[src/rtl/tag_pattern_gen.sv]
// Synthetic tag source: bursts of tags with monotonic timestamps and LFSR-driven channel/edge.
// Define TAG_PATTERN_GEN_RANDOM_VALID_EN to gate emission on lfsr[0] (random gaps, ~50 % duty).
`timescale 1ns/1ps
module tag_pattern_gen #(
    parameter int          CHANNELS  = 3,
    parameter logic [31:0] EVENT_GAP = 32'd4000,
    parameter logic [31:0] LFSR_SEED = 32'hACE1_2468
) (
    input  logic        clk,
    input  logic        rst,
    input  logic        start,
    input  logic        stop,
    input  logic [31:0] burst_len,
    output logic        busy,
    output logic        done,
    output logic [31:0] tag_count,
    output logic        valid_tag,
    output logic [63:0] tagtime,
    output logic [4:0]  channel,
    output logic        rising_edge
);

    localparam logic [31:0] TAP_MASK = 32'h8020_0003;

    typedef enum logic [1:0] {IDLE, RUN, DONE} state_t;

    state_t      state, state_nxt;
    logic [31:0] lfsr;
    logic [31:0] latched_len;
    logic        emit;
    logic        fire;
    logic        last_tag;

    function automatic logic [31:0] lfsr_next(input logic [31:0] s);
        return s[0] ? ((s >> 1) ^ TAP_MASK) : (s >> 1);
    endfunction

    function automatic logic [4:0] chan_of(input logic [31:0] s);
        logic [31:0] v;
        v = 32'(s[12:8]) % 32'(CHANNELS);
        return v[4:0];
    endfunction

    always_comb begin
`ifdef TAG_PATTERN_GEN_RANDOM_VALID_EN
        emit = lfsr[0];
`else
        emit = 1'b1;
`endif
        // stop pre-empts emission in the same cycle
        fire     = (state == RUN) && !stop && emit;
        last_tag = fire && (latched_len != 32'd0) && ((tag_count + 32'd1) == latched_len);
    end

    always_comb begin
        state_nxt = state;
        case (state)
            IDLE:    if (start) state_nxt = RUN;
            RUN:     if (stop || last_tag) state_nxt = DONE;
            DONE:    state_nxt = IDLE;
            default: state_nxt = IDLE;
        endcase
    end

    always_ff @(posedge clk or negedge rst) begin
        if (!rst) state <= IDLE;
        else      state <= state_nxt;
    end

    assign busy = (state == RUN);
    assign done = (state == DONE);

    always_ff @(posedge clk or negedge rst) begin
        if (!rst) begin
            lfsr        <= LFSR_SEED;
            latched_len <= 32'd0;
            tag_count   <= 32'd0;
            valid_tag   <= 1'b0;
            tagtime     <= 64'd0;
            channel     <= 5'd0;
            rising_edge <= 1'b0;
        end else begin
            valid_tag <= fire;
            if (state == IDLE && start) begin
                latched_len <= burst_len;
                tag_count   <= 32'd0;
            end
            if (state == RUN)
                lfsr <= lfsr_next(lfsr);
            // tagtime is deliberately never cleared between bursts
            if (fire) begin
                tagtime     <= tagtime + 64'(EVENT_GAP);
                channel     <= chan_of(lfsr);
                rising_edge <= lfsr[16];
                tag_count   <= tag_count + 32'd1;
            end
        end
    end

endmodule

[config.mk]
export PLATFORM = sky130hd
export DESIGN_NAME = tag_pattern_gen
export DESIGN_NICKNAME = d
export VERILOG_FILES = /design/src/rtl/tag_pattern_gen.sv
export SDC_FILE = /design/constraint.sdc
export NUM_CORES = 1
export LEC_CHECK = 0
export CAP_MARGIN = 20
export CORE_AREA = 2 2 130 132
export CTS_CLUSTER_DIAMETER = 60
export CTS_CLUSTER_SIZE = 8
export DETAILED_ROUTE_END_ITERATION = 16
export DIE_AREA = 0 0 132 134
export GPL_TIMING_DRIVEN = 0
export PLACE_DENSITY = 0.8
export SYNTH_ARGS = -nofsm -noshare
export SYNTH_HDL_FRONTEND = slang
export SYNTH_SLANG_ARGS = --single-unit
export TNS_END_PERCENT = 20
[constraint.sdc]
create_clock -name clk -period 4.3 [get_ports clk]
set_input_delay 1.075 -clock clk [delete_from_list [all_inputs] [get_ports clk]]
set_output_delay 1.075 -clock clk [all_outputs]
set_load 0.1 [all_outputs]
### Word level (Yosys, flattened, before mapping)

Cells that the tools add are included.
Widths: inputs -> output; s select.

* register bits: 169
* logic and storage cells: 33

* div/mod/pow operators: 1
* equal/unequal tests: 5
* mux-type cells: 6
* $add $sub $neg: 2
* reduce and logical (&&, ||, !) cells: 10
* bitwise gates (word level): 1

Operator list (number)
* $mux 32: 3
* $add 64x12->64 const B: 1
* $add 32x1->32 const B: 1
* $eq 32x32->1: 1
* $mod 5x2->32 const B: 1
* $reduce_bool 32->1: 1
* $logic_and 1x1->1: 4
* $mux 2: 2
* $not 3->4: 1
* $pmux 2 s2: 1
* $eq 2x1->1 const B: 1
* $eq 2x2->1 const B: 1
* $logic_not 2->1: 1
* $ne 2x1->1 const B: 1
* $ne 2x2->1 const B: 1
* $reduce_and 2->1: 1
* $reduce_bool 2->1: 1
* $logic_not 1->1: 1
* $logic_or 1x1->1: 1

### Logic depth before layout (Yosys ltp)

* word-level depth: 7
* mapped depth: 14
* mapped depth without buffers: 12

### Worst setup path after synthesis

Ideal clock, no wire load.

* kind: register to register
* start point: register tag_count[11]
* end point: register state[0]
* period minus slack after synthesis: 3.435 ns
* setup slack: 0.865 ns
* buffers on the path: 1
* arrival: 3.317 ns
* stages on the path, launching flop included: 9
* setup time: 0.118 ns
* required time: 4.182 ns
* cells stage by stage: dfrtp_1 -> buf_2 -> nand3_1 -> or4_4 -> or4_1 -> xnor2_1 -> nor4_1 -> nand4_1 -> a21o_1

* word-level cells in the longest chain between the ends: 6

Ends and longest elaborated chain
* start, declared: RTL line 16 `output logic [31:0] tag_count,`
* start signal, assigned: RTL line 95 `tag_count <= tag_count + 32'd1;`
* $add 32x1->32: RTL line 52 `last_tag = fire && (latched_len != 32'd0) && ((tag_count + 32'd1) == latched_len);`
* $eq 32x32->1: RTL line 52
* $logic_and 1x1->1: RTL line 52
* $logic_or 1x1->1: RTL line 59 `RUN: if (stop || last_tag) state_nxt = DONE;`
* $ne 2x1->1 (no line)
* $reduce_and 2->1 (no line)
* end signal, assigned: RTL line 67 `else state <= state_nxt;`
* end, declared: RTL line 27 `state_t state, state_nxt;`

No other way between the ends.
A chain may end at the register's enable or synchronous reset.

### Final worst setup path

* start point: register state[1]
* end point: output busy

* word-level cells in the longest chain between the ends: 1

Ends and longest elaborated chain
* $eq 2x1->1: RTL line 70 `assign busy = (state == RUN);`
* end, declared: RTL line 14 `output logic busy,`

No other way between the ends.

==> impl_metrics.env <==
export IMPL_grt_overflow=0
export IMPL_io_buffers=135
export IMPL_crit_path_end_kind="output port"
export IMPL_period_needed_ns=3.88
export IMPL_required_ns=3.22
export IMPL_hold_start="lfsr[27]"
export IMPL_switching_power_mw=2.17
export IMPL_tightest_slew_ns=1.04
export IMPL_worstPathMaxFanout=10
export IMPL_clockPowerShare_pct=29.7
export IMPL_fmax_ghz=0.258
export IMPL_power_total_mw=5.32
export IMPL_p_int_mw=3.15
export IMPL_fp_row_count=47
export IMPL_crit_family="buffers and inverters"
export IMPL_yosysWarnings=0
export IMPL_vias=7477
export IMPL_postRouteWirelength_mm=22.7
export IMPL_setup_viol=0
export IMPL_cts_tree="yes"
export IMPL_holdPathStages=2
export IMPL_cts_resized_gates=0
export IMPL_ys_types=77
export IMPL_synth_edff_count=0
export IMPL_antenna_found_initial=0
export IMPL_die_area_mm2=0.0177
export IMPL_syn_mean_instance_area_um2=9.51
export IMPL_slowest_delay_ns=1.22
export IMPL_pwr_share_comb_pct=32.6
export IMPL_clock_skew_ns=0.00733
export IMPL_synth_area_mm2=0.00866
export IMPL_antenna_left=0
export IMPL_hold_path_class="reg -> reg"
export IMPL_setup_tns_ns=0
export IMPL_start_util_pct=53.2
export IMPL_drc=0
export IMPL_drt_iter0_markers=586
export IMPL_relSlewSlack_pct=30.6
export IMPL_place_gp_congestion=0.964
export IMPL_grt_pass1_vias=7055
export IMPL_timing_critical_path_buf_inv=4
export IMPL_powerDensity_mw_per_mm2=485
export IMPL_hold_viol=0
export IMPL_ys_seq_area_share_pct=47.6
export IMPL_worstRegToRegCells=14
export IMPL_cts_buffer_depth=2
export IMPL_p_leak_nw=4.59
export IMPL_grtUsageTotal_pct=26.1
export IMPL_path_class="reg -> out"
export IMPL_post_cts_buffers=0
export IMPL_crit_path_start_kind="flip-flop"
export IMPL_ios=141
export IMPL_min_to="lfsr[26]"
export IMPL_num_antenna_cells=0
export IMPL_cts_root_buf="clkbuf_16"
export IMPL_reg2reg_setup_slack_ns=0.64
export IMPL_reg2reg_to="channel[0]"
export IMPL_vdd_drop_max_mv=0.312
export IMPL_cts_inserted_buffers=17
export IMPL_die_y_um=134
export IMPL_grt_max_degree=117
export IMPL_crit_slowest_cell="clkdlybuf4s50_1"
export IMPL_grt_pass1_wl_mm=36.7
export IMPL_final_nets=1112
export IMPL_fin_crit_sh_pct=90.2
export IMPL_status="completed"
export IMPL_wire_per_inst_um=17.4
export IMPL_synthArstFlopShare_pct=100
export IMPL_syn_to_final_growth_pct=26.6
export IMPL_grt_setup_unrepaired="false"
export IMPL_critical_path_arrival_ns=2.80
export IMPL_drive_gt1_share_pct=9.96
export IMPL_swShare_pct=40.8
export IMPL_clkSinkCount=164
export IMPL_seqPwrFrac_pct=37.7
export IMPL_syn_inst=911
export IMPL_reg2reg_from="lfsr[11]"
export IMPL_htree_levels=4
export IMPL_fp_dieW_um=132
export IMPL_core_mm2=0.0163
export IMPL_dpl_hpwl_mm=16.2
export IMPL_ys_seq_elements=164
export IMPL_synth_ff_type="dfrtp_1"
export IMPL_path_cells="nand2b_1, buf_2, clkinv_2, clkbuf_1, clkdlybuf4s50_1"
export IMPL_max_cap_viol_count=0
export IMPL_maxSlewViolCount=0
export IMPL_holdBufCountCts=0
export IMPL_worstSkewPairLatency_ns=0.44
export IMPL_firstDrtPassIters=5
export IMPL_viasPerCell=5.73
export IMPL_path_clk_slew_ns=0.07
-- sequential cells by signal, indices dropped and copies added (netlist names) --
name / cells
channel: 5
latched_len: 32
lfsr: 32
rising_edge: 1
state: 2
tag_count: 32
tagtime: 59
valid_tag: 1
-- synthesized netlist by cell type (6+ instances only) --
master    count  area [um2]
a31oi_1       9        56.3
nand4_1      25         156
or4_1         6        45.0
dfrtp_1     151        3780
xor2_1       35         307
nand3_1      33         165
mux2_2       32         360
clkbuf_1     39         146
inv_1        12        45.0
nor2_1       50         188
nor3_1       10        50.1
o41ai_1       6        52.6
and4_1       11        96.3
or3_1         8        50.1
nor4_1       25         156
dfstp_2      13         342
a21oi_1      22         110
nand2b_1      7        43.8
xnor2_1      68         596
nand2_1     162         608
and3_1       10        62.6
and2_1        6        37.5
o21ai_0      48         240
o31ai_1      13        97.6
buf_2         7        35.0
-- cell families (layout without fill, tap and decap cells) --
group           count (synthesis)  count (layout)  synth area share (%)
other cells                     1               5                0.0433
fa+ha+maj                       5               5                 0.722
flops                         164             164                  47.6
compound gates                145             145                  10.7
mux                            34              34                  4.39
buf+inv                        70             239                  3.47
simple gates                  389             389                  22.7
xor+xnor                      103             103                  10.4
-- power by group through the flow --
| stage | clock (mW) | combinational, mW | sequential (mW) |
|---|---|---|---|
| 2_1_floorplan | 0 | 0.746 | 2.50 |
| 3_3_place_gp | 0 | 1.70 | 2.02 |
| 3_5_place_dp | 0 | 1.72 | 2.03 |
| 4_1_cts | 1.60 | 1.73 | 2.00 |
| 5_1_grt | 1.66 | 1.84 | 2.04 |
| 6_report | 1.58 | 1.74 | 2.01 |
-- cells in the final DEF, fill, tap and decap left out, drive strengths merged, types with 4 or more instances in the layout --
cell,Yosys,final
nand4,26,26
and4,11,11
a21oi,22,22
nand3,33,33
nor3b,4,4
nor2,50,50
xnor2,68,68
o211ai,4,4
and3,10,10
nand3b,5,5
buf,16,19
o41ai,6,6
xor2,35,35
inv,13,20
dfrtp,151,151
dfstp,13,13
clkinv,2,9
mux2,32,32
clkbuf,39,56
clkdlybuf4s50,0,134
conb,1,5
o21a,4,4
a31oi,9,9
or4,7,7
o31ai,13,13
ha,5,5
nand2,163,163
and2,7,7
nor4,25,25
or3,8,8
nand2b,7,7
o22ai,5,5
nor3,14,14
o21ai,53,53
-- per-layer routing --
| layer | up-vias | global-route usage [%] | share of wire (%) |
|---|---|---|---|
| met5 | - | 0 | 0 |
| met3 | 48 | 4.99 | 6.5 |
| met2 | 311 | 41.6 | 47 |
| li1 | 3538 | - | - |
| met4 | 0 | 9.84 | 2.6 |
| met1 | 3580 | 35.6 | 44 |
-- stage by stage --
| step | worst slack (ns) | instances | utilization, % | hold WS, ns | cell area, um2 |
|---|---|---|---|---|---|
| global route | 0.301 | 1304 | 67.3 | 0.460 | 11000 |
| global placement | -4.44 | 1270 | 63.2 | 0.439 | 10300 |
| floorplan | 0.865 | 915 | - | 0.435 | 8680 |
| finish | 0.421 | 1304 | 67.3 | 0.457 | 11000 |
| CTS | 0.436 | 1304 | 67.3 | 0.455 | 11000 |
| detailed placement | 0.687 | 1272 | 63.5 | 0.448 | 10300 |
-- worst register-to-register path, delay by kind of cell, from the launching register on --
family | cells | cell delay (ns)
compound gates | 3 | 0.54
xor+xnor | 2 | 0.43
fa+ha+maj | 3 | 0.83
buf+inv | 3 | 0.40
flops | 1 | 0.38
simple gates | 3 | 0.90
-- worst max-delay path by stage --
stage                  to           from  slack, ns  depth (start not counted)
2_1_floorplan    state[0]  tag_count[11]       0.87                          8
3_3_place_gp     lfsr[11]            rst      -4.44                          1
3_5_place_dp   channel[1]       lfsr[11]       0.69                         14
4_1_cts              busy       state[1]       0.44                          5
5_1_grt        channel[0]       lfsr[11]       0.30                         14
6_report             busy       state[1]       0.42                          5
-- layout make-up --
cell class,count,area [um2]
clock inverters,15,203
repair buffers,137,1390
flip-flops and latches,164,4120
well taps,220,275
plain buffers,55,241
inverters,15,58.8
multi-input cells,681,4260
fillers,1267,5320
clock buffers,17,425
No activity file was read; power rests on OpenSTA's default activity.
